[config.mk]
export PLATFORM = sky130hd
export DESIGN_NAME = alu_issue_sched
export DESIGN_NICKNAME = d
export VERILOG_FILES = /design/src/rtl/alu_issue_sched_pkg.sv /design/src/rtl/rr_arbiter.sv /design/src/rtl/alu_issue_sched.sv
export SDC_FILE = /design/constraint.sdc
export NUM_CORES = 1
export LEC_CHECK = 0
export CORE_AREA = 10 10 165 167
export DETAILED_ROUTE_END_ITERATION = 6
export DIE_AREA = 0 0 175 177
export DONT_BUFFER_PORTS = 1
export PLACE_DENSITY_LB_ADDON = 0.08
export SETUP_SLACK_MARGIN = 0.1
export SLEW_MARGIN = 0
export SYNTH_ARGS = -nofsm -noshare
export SYNTH_HDL_FRONTEND = slang
export SYNTH_SLANG_ARGS = --single-unit
[constraint.sdc]
create_clock -name clk -period 9.81 [get_ports clk]
set_input_delay 1.962 -clock clk [delete_from_list [all_inputs] [get_ports clk]]
set_output_delay 1.962 -clock clk [all_outputs]
set_load 0.01 [all_outputs]
[src/rtl/alu_issue_sched_pkg.sv]
// rtl/alu_issue_sched_pkg.sv - shared backend opcode, issue payload and scheduler state encodings
package alu_issue_sched_pkg;

  // Backend ALU opcode set shared by every reservation station and the ALU
  typedef enum logic [3:0] {
    ADD_I  = 4'd0,
    SUB_I  = 4'd1,
    AND_I  = 4'd2,
    OR_I   = 4'd3,
    XOR_I  = 4'd4,
    SLL_I  = 4'd5,
    SRL_I  = 4'd6,
    SLT_I  = 4'd7,
    SLTU_I = 4'd8,
    MUL_I  = 4'd9,
    BEQ_I  = 4'd10,
    BNE_I  = 4'd11,
    BLT_I  = 4'd12,
    BGE_I  = 4'd13,
    BLTU_I = 4'd14,
    BGEU_I = 4'd15
  } instr_opcode;

  // Destination tag width carried in the latched issue payload
  localparam int ISSUE_TAG_W = 6;

  // One issued operation as steered into the ALU
  typedef struct packed {
    instr_opcode             op;
    logic [31:0]             v1;
    logic [31:0]             v2;
    logic [ISSUE_TAG_W-1:0]  tag;
  } alu_issue_t;

  // Scheduler states
  typedef logic [1:0] sched_state_t;
  localparam logic [1:0] ST_IDLE = 2'd0;
  localparam logic [1:0] ST_MUL  = 2'd1;
  localparam logic [1:0] ST_HOLD = 2'd2;

endpackage

[src/rtl/rr_arbiter.sv]
// rtl/rr_arbiter.sv - combinational round-robin arbiter, one-hot grant starting at ptr
module rr_arbiter #(
  parameter int NUM_REQ = 4,
  parameter int PTR_W   = $clog2(NUM_REQ)
) (
  input  logic [NUM_REQ-1:0] req,
  input  logic [PTR_W-1:0]   ptr,
  output logic [NUM_REQ-1:0] gnt
);

  // Walk from the farthest candidate back to ptr so the nearest valid requester wins
  always_comb begin
    int idx;
    idx = 0;
    gnt = '0;
    for (int i = NUM_REQ - 1; i >= 0; i--) begin
      idx = int'(ptr) + i;
      if (idx >= NUM_REQ) idx = idx - NUM_REQ;
      if (req[PTR_W'(idx)]) begin
        gnt = '0;
        gnt[PTR_W'(idx)] = 1'b1;
      end
    end
  end

endmodule

[src/rtl/alu_issue_sched.sv]
// rtl/alu_issue_sched.sv - round-robin ALU issue scheduler with MUL sequencing; ALU_ISSUE_SCHED_PERF_EN adds perf counters
module alu_issue_sched
  import alu_issue_sched_pkg::*;
#(
  parameter int NUM_REQ = 4,
  parameter int TAG_W   = ISSUE_TAG_W,
  parameter int MUL_LAT = 3
) (
  input  logic               clk,
  input  logic               rst_n,
  input  logic               flush,
  input  logic [NUM_REQ-1:0] req_valid,
  output logic [NUM_REQ-1:0] req_ready,
  input  instr_opcode        req_opcode [NUM_REQ],
  input  logic [31:0]        req_val1   [NUM_REQ],
  input  logic [31:0]        req_val2   [NUM_REQ],
  input  logic [TAG_W-1:0]   req_tag    [NUM_REQ],
  output logic               alu_en,
  output instr_opcode        alu_opcode,
  output logic [31:0]        alu_val1,
  output logic [31:0]        alu_val2,
  input  logic [31:0]        alu_result,
  input  logic               alu_result_valid,
  input  logic               alu_br_cond,
  output logic               wb_valid,
  input  logic               wb_ready,
  output logic [TAG_W-1:0]   wb_tag,
  output logic [31:0]        wb_data,
  output logic               wb_br_cond
`ifdef ALU_ISSUE_SCHED_PERF_EN
  ,
  output logic [31:0]        perf_issue_cnt,
  output logic [31:0]        perf_stall_cnt
`endif
);

  localparam int PTR_W = $clog2(NUM_REQ);
  localparam int CNT_W = $clog2(MUL_LAT) + 1;
  localparam logic [CNT_W-1:0] MUL_START = CNT_W'(MUL_LAT - 1);

  sched_state_t       state;
  logic [PTR_W-1:0]   rr_ptr;
  logic [PTR_W-1:0]   gidx;
  logic [PTR_W-1:0]   ptr_next;
  logic [CNT_W-1:0]   mul_cnt;
  logic [NUM_REQ-1:0] gnt;
  alu_issue_t         lat;
  alu_issue_t         cur;
  logic               wb_free;
  logic               can_issue;
  logic               issue;
  logic               capture;

  rr_arbiter #(.NUM_REQ(NUM_REQ), .PTR_W(PTR_W)) u_arb (
    .req (req_valid),
    .ptr (rr_ptr),
    .gnt (gnt)
  );

  // Issue qualification, grant index and the granted requester's payload
  always_comb begin
    wb_free   = !wb_valid || wb_ready;
    can_issue = rst_n && (state == ST_IDLE) && wb_free && !flush;
    issue     = can_issue && (|req_valid);
    req_ready = can_issue ? gnt : '0;
    gidx      = '0;
    for (int i = 0; i < NUM_REQ; i++) begin
      if (gnt[i]) gidx = PTR_W'(i);
    end
    ptr_next  = (gidx == PTR_W'(NUM_REQ - 1)) ? '0 : gidx + 1'b1;
    cur.op    = req_opcode[gidx];
    cur.v1    = req_val1[gidx];
    cur.v2    = req_val2[gidx];
    cur.tag   = ISSUE_TAG_W'(req_tag[gidx]);
  end

  // Result capture: single-cycle ops at issue, MUL on its last cycle or once writeback frees up
  always_comb begin
    capture = 1'b0;
    if (issue) begin
      capture = (cur.op != MUL_I);
    end else if (!flush) begin
      if (state == ST_MUL)       capture = (mul_cnt == CNT_W'(1)) && wb_free;
      else if (state == ST_HOLD) capture = wb_free;
    end
  end

  // ALU steering: live requester on issue, latched op while a MUL is in flight
  always_comb begin
    alu_en     = 1'b0;
    alu_opcode = ADD_I;
    alu_val1   = '0;
    alu_val2   = '0;
    if (issue) begin
      alu_en     = 1'b1;
      alu_opcode = cur.op;
      alu_val1   = cur.v1;
      alu_val2   = cur.v2;
    end else if (state != ST_IDLE) begin
      alu_en     = 1'b1;
      alu_opcode = lat.op;
      alu_val1   = lat.v1;
      alu_val2   = lat.v2;
    end
  end

  // Scheduler FSM, round-robin pointer and MUL countdown
  always_ff @(posedge clk or negedge rst_n) begin
    if (!rst_n) begin
      state   <= ST_IDLE;
      rr_ptr  <= '0;
      mul_cnt <= '0;
      lat     <= '0;
    end else if (flush) begin
      state   <= ST_IDLE;
      mul_cnt <= '0;
    end else begin
      case (state)
        ST_IDLE: begin
          if (issue) begin
            rr_ptr <= ptr_next;
            if (cur.op == MUL_I) begin
              state   <= ST_MUL;
              mul_cnt <= MUL_START;
              lat     <= cur;
            end
          end
        end
        ST_MUL: begin
          mul_cnt <= mul_cnt - 1'b1;
          if (mul_cnt == CNT_W'(1)) state <= capture ? ST_IDLE : ST_HOLD;
        end
        ST_HOLD: begin
          if (capture) state <= ST_IDLE;
        end
        default: state <= ST_IDLE;
      endcase
    end
  end

  // Writeback register: load on capture, hold while stalled, clear once drained
  always_ff @(posedge clk or negedge rst_n) begin
    if (!rst_n) begin
      wb_valid   <= 1'b0;
      wb_tag     <= '0;
      wb_data    <= '0;
      wb_br_cond <= 1'b0;
    end else if (flush) begin
      wb_valid   <= 1'b0;
    end else if (capture) begin
      wb_valid   <= 1'b1;
      wb_data    <= alu_result;
      wb_br_cond <= alu_br_cond;
      wb_tag     <= issue ? req_tag[gidx] : TAG_W'(lat.tag);
    end else if (wb_valid && wb_ready) begin
      wb_valid   <= 1'b0;
      wb_tag     <= '0;
      wb_data    <= '0;
      wb_br_cond <= 1'b0;
    end
  end

  a_capture_result_valid: assert property (@(posedge clk) disable iff (!rst_n) capture |-> alu_result_valid);

`ifdef ALU_ISSUE_SCHED_PERF_EN
  // Saturating issue and stall counters, cleared only by reset
  always_ff @(posedge clk or negedge rst_n) begin
    if (!rst_n) begin
      perf_issue_cnt <= '0;
      perf_stall_cnt <= '0;
    end else begin
      if (issue && (perf_issue_cnt != '1)) perf_issue_cnt <= perf_issue_cnt + 1'b1;
      if ((|req_valid) && !can_issue && (perf_stall_cnt != '1)) perf_stall_cnt <= perf_stall_cnt + 1'b1;
    end
  end
`endif

endmodule

Word level (Yosys, flattened, before mapping)
Index checks and enable logic that the tools add are counted.
{"block": "word_totals", "register_bits": 121, "in_bits": 338, "out_inout_bits": 113, "word_cells": 146}
{"block": "classes", "n_addsub": 9, "magnitude_cmp": 13, "n_eq_ne": 10, "muxes": 77, "bitwise_logic": 2, "n_reduce_logical": 24}
{"operator": "$mux 32", "n": 10}
{"operator": "$bmux 32 s2", "n": 2}
{"operator": "$mux 4", "n": 9}
{"operator": "$mux 6", "n": 5}
{"operator": "$mux 2", "n": 13}
{"operator": "$mux 1", "n": 23}
{"operator": "$lt 2x4->1 const B", "n": 4}
{"operator": "$bmux 6 s2", "n": 1}
{"operator": "$ge 3x3->1 const B", "n": 4}
{"operator": "$logic_and 1x1->1", "n": 10}
{"operator": "$mux 3", "n": 3}
{"operator": "$bmux 1 s2", "n": 4}
{"operator": "$bmux 4 s2", "n": 1}
{"operator": "$demux 1 s2", "n": 4}
{"operator": "$ge 2x1->1 const B", "n": 4}
{"operator": "$reduce_and 4->1", "n": 2}
{"operator": "$sub 2x1->2 const B", "n": 4}
{"operator": "$add 2x2->3 const B", "n": 2}
{"operator": "$ne 3x2->1 const B", "n": 2}
{"operator": "$ne 3x3->1 const B", "n": 2}
{"operator": "$pmux 2 s3", "n": 1}
{"operator": "$pmux 3 s2", "n": 1}
{"operator": "$reduce_and 3->1", "n": 2}
{"operator": "$reduce_bool 3->1", "n": 2}
{"operator": "other kinds (17)", "n": 20}

Depth between registers and ports, before layout
Gate-level depths: netlist of run 1.
{"block": "logic_depth", "ltp_word": 24, "mapped_depth": 15, "ltp_nobuf": 11}

Modules after synthesis
From an unflattened synthesis of run 1, not the netlist that was laid out.
{"block": "hier_totals", "hier_cells": 1075, "hier_area_um2": 8511.9}
{"mod": "alu_issue_sched", "instances": 1, "cells_each": 1029, "area_per_inst_um2": 8122.8, "seq_area_each_um2": 3027.9}
{"mod": "rr_arbiter", "instances": 1, "cells_each": 46, "area_per_inst_um2": 389.1, "seq_area_each_um2": 0.0}

Least setup slack after synthesis of run 1
OpenSTA, ideal clock, no wires.
{"block": "synth_timing", "path_kind": "input-to-output", "start": "input port req_valid[1]", "end": "output port alu_val1[0]", "arrival_time_ps": 4333, "t_required_ps": 7848, "setup_slack_ps": 3515, "cell_stages": 11, "n_path_buf": 3, "cell_sequence": "mux4_2 -> nor4b_2 -> a211o_1 -> a22o_1 -> buf_6 -> clkbuf_1 -> buf_2 -> mux2i_1 -> a21oi_1 -> a21oi_1 -> o21ai_0"}
{"block": "synth_between", "elab_chain_cells": 15, "word_cells_on_any_way": 26, "cone_classes": "23 x mux; 1 x bitwise; 2 x reduce/logical"}
{"item": "start: declaration", "line_no": "alu_issue_sched.sv:12", "source": "input logic [NUM_REQ-1:0] req_valid,"}
{"item": "$bmux 1 s2", "line_no": "rr_arbiter.sv:19", "source": "if (req[PTR_W'(idx)]) begin"}
{"item": "$mux 1 (not written as such) (2 in series)", "line_no": "rr_arbiter.sv:19"}
{"item": "$mux 4 (4 in series)", "line_no": "rr_arbiter.sv:19"}
{"item": "$mux 1", "line_no": "alu_issue_sched.sv:68", "source": "if (gnt[i]) gidx = PTR_W'(i);"}
{"item": "$mux 2 (2 in series)", "line_no": "alu_issue_sched.sv:68"}
{"item": "$not 2->3 (not written as such)", "line_no": "alu_issue_sched.sv:72", "source": "cur.v1 = req_val1[gidx];"}
{"item": "$bmux 32 s2", "line_no": "alu_issue_sched.sv:72"}
{"item": "$mux 32 (not written as such) (2 in series)", "line_no": "alu_issue_sched.sv:72"}
{"item": "$mux 32 (*)", "line_no": "alu_issue_sched.sv:94", "source": "if (issue) begin"}
{"item": "end: declaration", "line_no": "alu_issue_sched.sv:20", "source": "output logic [31:0] alu_val1,"}
Mark *: on every way between the ends. The rest lies on a longest branch, timed or not. The select of a mux whose other input is x is not followed.

Worst setup path in the final report of run 1
{"block": "layout_timing", "start": "input port req_valid[3]", "end": "output port alu_val2[28]"}
{"block": "layout_between", "elab_chain_cells": 15, "word_cells_on_any_way": 26, "cone_classes": "23 x mux; 1 x bitwise; 2 x reduce/logical"}
{"item": "$bmux 1 s2", "line_no": "rr_arbiter.sv:19"}
{"item": "$mux 1 (not written as such) (2 in series)", "line_no": "rr_arbiter.sv:19"}
{"item": "$mux 4 (4 in series)", "line_no": "rr_arbiter.sv:19"}
{"item": "$mux 1", "line_no": "alu_issue_sched.sv:68"}
{"item": "$mux 2 (2 in series)", "line_no": "alu_issue_sched.sv:68"}
{"item": "$not 2->3 (not written as such)", "line_no": "alu_issue_sched.sv:73", "source": "cur.v2 = req_val2[gidx];"}
{"item": "$bmux 32 s2", "line_no": "alu_issue_sched.sv:73"}
{"item": "$mux 32 (not written as such) (2 in series)", "line_no": "alu_issue_sched.sv:73"}
{"item": "$mux 32 (*)", "line_no": "alu_issue_sched.sv:94"}
{"item": "end: declaration", "line_no": "alu_issue_sched.sv:21", "source": "output logic [31:0] alu_val2,"}
Marked as above.

==> results.cfg, run 1 <==
[worst_hold_path]
min_path_type = reg -> reg
hold_start = lat[70]

[placed_design]
hpwl_um = 23400
gp_congestion = 0.842
preCtsSetupSlack_ns = 2.51
portBuffers = 0

[critical_path]
start_kind = input port
path_cells = mux4_2 -> a31oi_1 -> o31a_2 -> buf_4 -> o21ai_0 -> a21oi_1 -> a21oi_1 -> o21ai_0
required_ns = 7.85
path_buf_inv = 1
crit_start = req_valid[3]
crit_arrival_ns = 5.26
crit_family = compound AO/OA/AOI/OAI gates
cp_max_fo = 41
critPathCaptureType = primary output
slowest_stage = o31a_2
rr_startpoint = rr_ptr[0]
path_class = in -> out
cp_slowest_stage_delay_ns = 0.76

[timing]
rsz0062_at_grt = false
setup_viol = 0
period_share_pct = 73.6
fmax_mhz = 139
tightest_slew_ns = 0.853
setup_tns_ns = 0
finalCriticalPeriod_ns = 7.22
final.setup.worst_slack_ns = 2.59
clock_skew_ns = 0.0105
final-max-slew-violation-count = 0
maxSlewHeadroom_pct = 43.1
hold_viol_final = 0

[cells_and_area]
drive_gt1_share_pct = 7.37
areaGrowthSynthToFinish_pct = 8.46
layout.cells.most_common_list = a21oi_1, o21ai_0, dfrtp_1, nand2_1, nor2_1
nNetsFinal = 1285
layout_commonest_cell = a21oi_1

[detailed_routing]
wire_per_inst_um = 24.3
first_iter_violations = 540
wirelength_um = 31100
post-route-drc-count = 0
avgViaCountPerCell = 5.57
ant_nets = 0
vias = 7113
first_pass_iters = 5

[synthesis]
synth_seq_area_share_pct = 38.3
synth_edf_count = 0
netlist_area_um2 = 7900
yosys.area.top_type = dfrtp_1
syn-mean-instance-area_um2 = 7.94
synth.area.top_cells = dfrtp_1, a21oi_1, o21ai_0
yosys_warnings = 0
synth.distinct_cells = 54
synthArstFlopShare_pct = 100
syn_nets = 1343
ys_seq_elements = 121
synth_cells = 995
ys.flop_type = dfrtp_1
synth_top_area_share_pct = 38.3

[floorplan]
die_x_um = 175
die_area_um2 = 31000
die_h_um = 177
start_util_pct = 33.0
rows = 57
io_pins = 451
core_area_um2 = 24000

[grt]
grt_first_pass_wirelength_um = 46100
grt.total_usage_pct = 18.9
grt_max_degree = 123
gr-total-overflow = 0
grt_pass1_vias = 7319
antenna_found_initial = 4

[clock_tree]
cts_tree = yes
root_buffer = clkbuf_16
postCtsHoldBufs = 0
h-tree-depth = 4
postCtsSetupRepairBufs = 0
clk_pin_slew_worst_paths_ns = 0.06
clock-sinks = 121
post_cts_resized = 0
cts_buffers = 17
clockBufferDepth = 2
clk_latency_ns = 0.42

[pwr]
p_per_area_nw_per_um2 = 414
power.total_uw = 3550
leakage_uw = 0.00347
irDropWorstVdd_v = 0.000133

[run_status]
status = finished, final reports clean

[run]
drv_cap = 0
## metal layers
layer	vias to the layer above	wire length (µm)	GRT usage [%]
met3	9	2520	7.06
met5	-	7	0
met1	3387	13100	23.2
li1	3430	-	-
met2	285	15300	31.0
met4	2	167	4.52
## through the flow
| step | std cells | hold WS [ns] | area (µm²) | utilization [%] |
|---|---|---|---|---|
| 5_1_grt | 1277 | 0.480 | 8570 | 35.8 |
| 3_5_place_dp | 1242 | 0.456 | 7990 | 33.3 |
| 4_1_cts | 1274 | 0.470 | 8560 | 35.7 |
| 6_report | 1277 | 0.474 | 8570 | 35.8 |
| 3_3_place_gp | 1242 | 0.452 | 7990 | 33.3 |
| 2_1_floorplan | 995 | 0.439 | 7900 | - |
## power breakdown
part | switching [µW] | internal (µW)
combinational | 1300 | 696
sequential | 204 | 736
clock | 275 | 337
## final timing paths
path                                endpoint  slack (ns)  cells after the start
worst max-delay path            alu_val2[28]        2.59                      8
worst min register to register       lat[70]        0.47                      1
worst max register to register       lat[30]        4.53                     11
min in group asynchronous          wb_tag[0]        1.24                      0
worst min-delay path                 lat[70]        0.47                      1
max in group asynchronous            lat[31]        8.22                      0
## cell type report
| class | instances | area, µm² |
|---|---|---|
| fillers | 2582 | 15400 |
| multi-input cells | 768 | 4400 |
| diodes | 3 | 7.51 |
| inverters | 15 | 56.3 |
| flip-flops and latches | 121 | 3030 |
| well taps | 324 | 405 |
| repair buffers | 14 | 105 |
| clock inverters | 15 | 145 |
| clock buffers | 17 | 425 |
## synth_stat cells, types with 2 or more instances
cell type	count
o21ai_0	167
nand2_1	112
buf_4	2
o31ai_1	2
o221ai_1	6
a21o_1	3
nand3_1	3
o21a_1	2
buf_1	6
nor2_1	79
mux2_2	2
a221o_1	6
mux2i_1	70
a211o_1	2
o211ai_1	9
buf_6	12
buf_2	19
dfrtp_1	121
nor3_1	5
and2_1	4
and4_1	2
a22oi_1	2
or2_2	5
mux4_2	3
inv_1	15
a211oi_1	2
a21oi_1	205
ha_1	10
clkbuf_1	52
o21ai_1	31
nor2b_1	12
nand2b_1	2
## registers in the layout (all words and copies together), names as in the netlist
| name | count |
|---|---|
| rr_ptr | 2 |
| wb_br_cond | 1 |
| state | 2 |
| mul_cnt | 3 |
| wb_valid | 1 |
| wb_tag | 6 |
| wb_data | 32 |
| lat | 74 |
## cells by family (layout without fill, tap and decap cells)
family | after synthesis | count (layout) | share of synthesized area (%)
flops | 121 | 121 | 38.3
compound gates | 449 | 449 | 30.7
mux | 75 | 75 | 10.0
other cells | 0 | 3 | 0
buf+inv | 106 | 61 | 6.57
simple gates | 234 | 234 | 12.8
fa+ha+maj | 10 | 10 | 1.58
Note: power is estimated with default switching activity, not from simulation.
==> run 2: changes to the inputs <==
==> constraint.sdc (replaced) <==
create_clock -name clk -period 7.1 [get_ports clk]
set_input_delay 1.42 -clock clk [delete_from_list [all_inputs] [get_ports clk]]
set_output_delay 1.42 -clock clk [all_outputs]
set_load 0.01 [all_outputs]
==> run 2 against run 1 <==
Effect of this change: core utilization up 0.41 points; register-to-register slack worse by 2.4 ns; combinational power up 41%; first-iteration DRC count down 17%; largest power group unchanged; highest routed layer is now met4.
==> results.cfg, run 2 (same netlist as run 1, synthesis figures left out) <==
[clock_tree]
clock-sinks = 121
postCtsHoldBufs = 0
h-tree-depth = 4
postCtsSetupRepairBufs = 0
cts_tree = yes
post_cts_resized = 0
root_buffer = clkbuf_16
clk_pin_slew_worst_paths_ns = 0.06
clockBufferDepth = 2
cts_buffers = 17
clk_latency_ns = 0.41

[critical_path]
required_ns = 5.68
crit_arrival_ns = 4.56
path_class = reg -> out
start_kind = register
cp_max_fo = 40
critPathCaptureType = primary output

[detailed_routing]
post-route-drc-count = 0
wirelength_um = 31200
vias = 7107
ant_nets = 0
wire_per_inst_um = 24.4
first_iter_violations = 450
avgViaCountPerCell = 5.56
first_pass_iters = 5

[timing]
period_share_pct = 84.3
clock_skew_ns = 0.0161
setup_viol = 0
final-max-slew-violation-count = 0
setup_tns_ns = 0
rsz0062_at_grt = false
hold_viol_final = 0
final.setup.worst_slack_ns = 1.12
maxSlewHeadroom_pct = 26.2
finalCriticalPeriod_ns = 5.98
fmax_mhz = 167
tightest_slew_ns = 1.11

[pwr]
power.internal_uw = 2580
swShare_pct = 48.7
power_frac_comb_pct = 56.0
p_seq_share_pct = 25.8
power_switching_uw = 2450
clockPowerShare_pct = 18.2
leakage_uw = 0.00353
p_per_area_nw_per_um2 = 580
irDropWorstVdd_v = 0.000275
power.total_uw = 5020

[grt]
grt.total_usage_pct = 19.1
gr-total-overflow = 0
antenna_found_initial = 3
grt_first_pass_wirelength_um = 46600
grt_pass1_vias = 7506
grt_max_degree = 123

[placed_design]
hpwl_um = 23500
gp_congestion = 0.862
portBuffers = 0
preCtsSetupSlack_ns = 1.05
dp_cells = 1244

[floorplan]
start_util_pct = 33.0
rows = 57
die_h_um = 177
core_area_um2 = 24000
die_x_um = 175
io_pins = 451
die_area_um2 = 31000

[cells_and_area]
finish.utilization_pct = 36.2
areaGrowthSynthToFinish_pct = 9.69
drive_gt1_share_pct = 7.56
largest_register_ffs = 74
reg_top3 = lat x74, wb_data x32, wb_tag x6
regArea_um2 = 3030
nNetsFinal = 1287
instances_no_fill = 1279
layout_commonest_cell = a21oi_1
multiInputGateArea_um2 = 4400
layout.cells.most_common_list = a21oi_1, o21ai_0, dfrtp_1, nand2_1, nor2_1
regMostFlops = lat
fillCellCount = 2580

[worst_hold_path]
min_path_type = reg -> reg

[run]
drv_cap = 0

[run_status]
status = finished, final reports clean
run 2: final timing paths:
kind	startpoint	slack, ns	end	depth (start not counted)
min in group asynchronous	rst_n	0.70	wb_tag[2]	0
worst max-delay path	rr_ptr[0]	1.12	alu_val2[28]	7
worst min register to register	lat[73]	0.47	lat[73]	1
worst max register to register	rr_ptr[0]	2.11	lat[11]	10
worst min-delay path	lat[73]	0.47	lat[73]	1
max in group asynchronous	rst_n	6.06	lat[68]	0
run 2: critical path: stages (launching register included):
cell and delay [ns]:
dfrtp_1 0.62, inv_1 0.19, ha_1 0.42, mux4_2 0.65
o31ai_4 0.91, buf_4 0.55, a21oi_1 0.20, o21ai_0 0.56
run 2: cell type report:
cell class | instances | area share, %
multi-input combinational | 768 | 50.7
sequential | 121 | 34.9
clock buffer | 17 | 4.91
tap | 324 | 4.68
clock inverter | 15 | 2.19
timing repair buffer | 16 | 1.82
inverter | 15 | 0.650
antenna | 3 | 0.0866
run 2: per-stage QoR:
stage          hold WS [ns]  instance area [µm²]
4_1_cts               0.473                 8660
2_1_floorplan         0.439                 7900
6_report              0.473                 8670
3_3_place_gp          0.451                 8040
3_5_place_dp          0.458                 8040
5_1_grt               0.499                 8670
run 2: layer usage:
| metal | share of wire [%] | vias up | GRT usage, % |
|---|---|---|---|
| met5 | 0 | - | 0 |
| met4 | 1.6 | 0 | 5.90 |
| met3 | 9.0 | 27 | 7.60 |
| met2 | 49 | 292 | 31.6 |
| met1 | 41 | 3357 | 22.4 |
| li1 | - | 3431 | - |
run 2: power by group through the flow:
stage          clock network [µW]  registers [µW]  logic [µW]
4_1_cts                       936            1300        2860
6_report                      914            1300        2810
2_1_floorplan                   0            1230        2210
5_1_grt                       968            1340        3170
3_5_place_dp                    0            1310        2850
3_3_place_gp                    0            1310        2830
==> run 3: changes to the inputs <==
==> constraint.sdc (replaced) <==
create_clock -name clk -period 6.2 [get_ports clk]
set_input_delay 1.24 -clock clk [delete_from_list [all_inputs] [get_ports clk]]
set_output_delay 1.24 -clock clk [all_outputs]
set_load 0.01 [all_outputs]
==> run 3 against run 2 <==
Effect of this change: non-clock buffer count is 1 higher; critical path depth is 3 higher; core utilization is 0.052 points higher; combinational power is 15% higher; setup slack worse by 0.44 ns; clock skew is 0.0017 ns lower; clock power is 12% higher; critical path type unchanged.
==> results.cfg, run 3 (same netlist as run 1, synthesis figures left out) <==
[timing]
final-max-slew-violation-count = 0
maxSlewHeadroom_pct = 49.2
period_share_pct = 89.1
finalCriticalPeriod_ns = 5.53
hold_viol_final = 0
tightest_slew_ns = 0.761
setup_tns_ns = 0
setup_viol = 0
fmax_mhz = 181
clock_skew_ns = 0.0145
rsz0062_at_grt = false

[run]
drv_cap = 0

[floorplan]
die_area_um2 = 31000
io_pins = 451
core_area_um2 = 24000
die_h_um = 177
die_x_um = 175
start_util_pct = 33.0
rows = 57

[clock_tree]
cts_tree = yes
clk_latency_ns = 0.42
h-tree-depth = 4
cts_buffers = 17
clock-sinks = 121
clk_pin_slew_worst_paths_ns = 0.06
postCtsSetupRepairBufs = 0
postCtsHoldBufs = 0
root_buffer = clkbuf_16
post_cts_resized = 0
clockBufferDepth = 2

[grt]
grt.total_usage_pct = 18.9
antenna_found_initial = 2
grt_max_degree = 123
grt_pass1_vias = 7385
grt_first_pass_wirelength_um = 46400
gr-total-overflow = 0

[detailed_routing]
top_layer_used = met4
wirelength_um = 31000
wl_met2_um = 15100
first_pass_iters = 4
vias = 7148
post-route-drc-count = 0
first_iter_violations = 511
met3_length_um = 2670
drt-met1-wl_um = 12900
ant_nets = 0
avgViaCountPerCell = 5.59
wire_per_inst_um = 24.2

[critical_path]
path_class = reg -> out
cp_max_fo = 24
crit_arrival_ns = 4.29
required_ns = 4.96
start_kind = register
critPathCaptureType = primary output

[worst_hold_path]
min_path_type = reg -> reg

[cells_and_area]
drive_gt1_share_pct = 7.66
areaGrowthSynthToFinish_pct = 9.85
largest_register_ffs = 74
regMostFlops = lat
finish.utilization_pct = 36.2
layout.cells.most_common_list = a21oi_1, o21ai_0, dfrtp_1, nand2_1, nor2_1
nNetsFinal = 1288
reg_top3 = lat x74, wb_data x32, wb_tag x6
layout_commonest_cell = a21oi_1

[pwr]
leakage_uw = 0.00353
power.total_uw = 5720
p_per_area_nw_per_um2 = 659
irDropWorstVdd_v = 0.000335

[placed_design]
portBuffers = 0
gp_congestion = 0.844
hpwl_um = 23300

[run_status]
status = finished, final reports clean
## run 3: power by group
group          internal, µW  switching, µW  total, µW
Sequential             1160            323       1490
Clock                   577            439       1020
Combinational          1150           2060       3220
Total                  2900           2830       5720
## run 3: per-layer routing
metal,vias to the layer above,global-route usage [%]
met5,-,0
met4,0,4.91
met3,24,7.30
met2,310,30.6
met1,3389,23.2
li1,3425,-
## run 3: final cells by class
type	instances	area [µm²]
fill	2608	15300
clock buffer	17	425
tap	324	405
antenna	2	5.00
timing repair buffer	17	190
multi-input combinational	768	4400
sequential	121	3030
clock inverter	15	173
inverter	15	56.3
## run 3: path summary, 6_finish.rpt
path | slack [ns] | depth (start not counted) | endpoint | from
worst max-delay path | 0.67 | 10 | alu_val2[27] | rr_ptr[0]
worst min-delay path | 0.47 | 1 | lat[70] | lat[70]
worst max register to register | 1.60 | 11 | lat[8] | rr_ptr[0]
worst min register to register | 0.47 | 1 | lat[70] | lat[70]
max in group asynchronous | 5.47 | 0 | lat[24] | rst_n
min in group asynchronous | 0.52 | 0 | lat[0] | rst_n
## run 3: metrics by stage
stage,instance area (µm²),std cells,worst slack (ns),hold slack [ns]
final,8680,1279,0.674,0.468
after global routing,8680,1279,0.305,0.485
after CTS,8670,1277,0.608,0.471
after detailed placement,8080,1245,0.923,0.456
after global placement,8080,1245,0.946,0.452
after floorplan,7900,995,1.35,0.439
## run 3: critical path: stages (launching register included)
cell	delay (ns)
dfrtp_1	0.62
inv_1	0.18
ha_1	0.43
mux4_2	0.64
a211o_1	0.35
a22o_4	0.38
buf_4	0.31
mux2i_1	0.15
a21oi_1	0.15
a21oi_1	0.10
o21ai_0	0.54
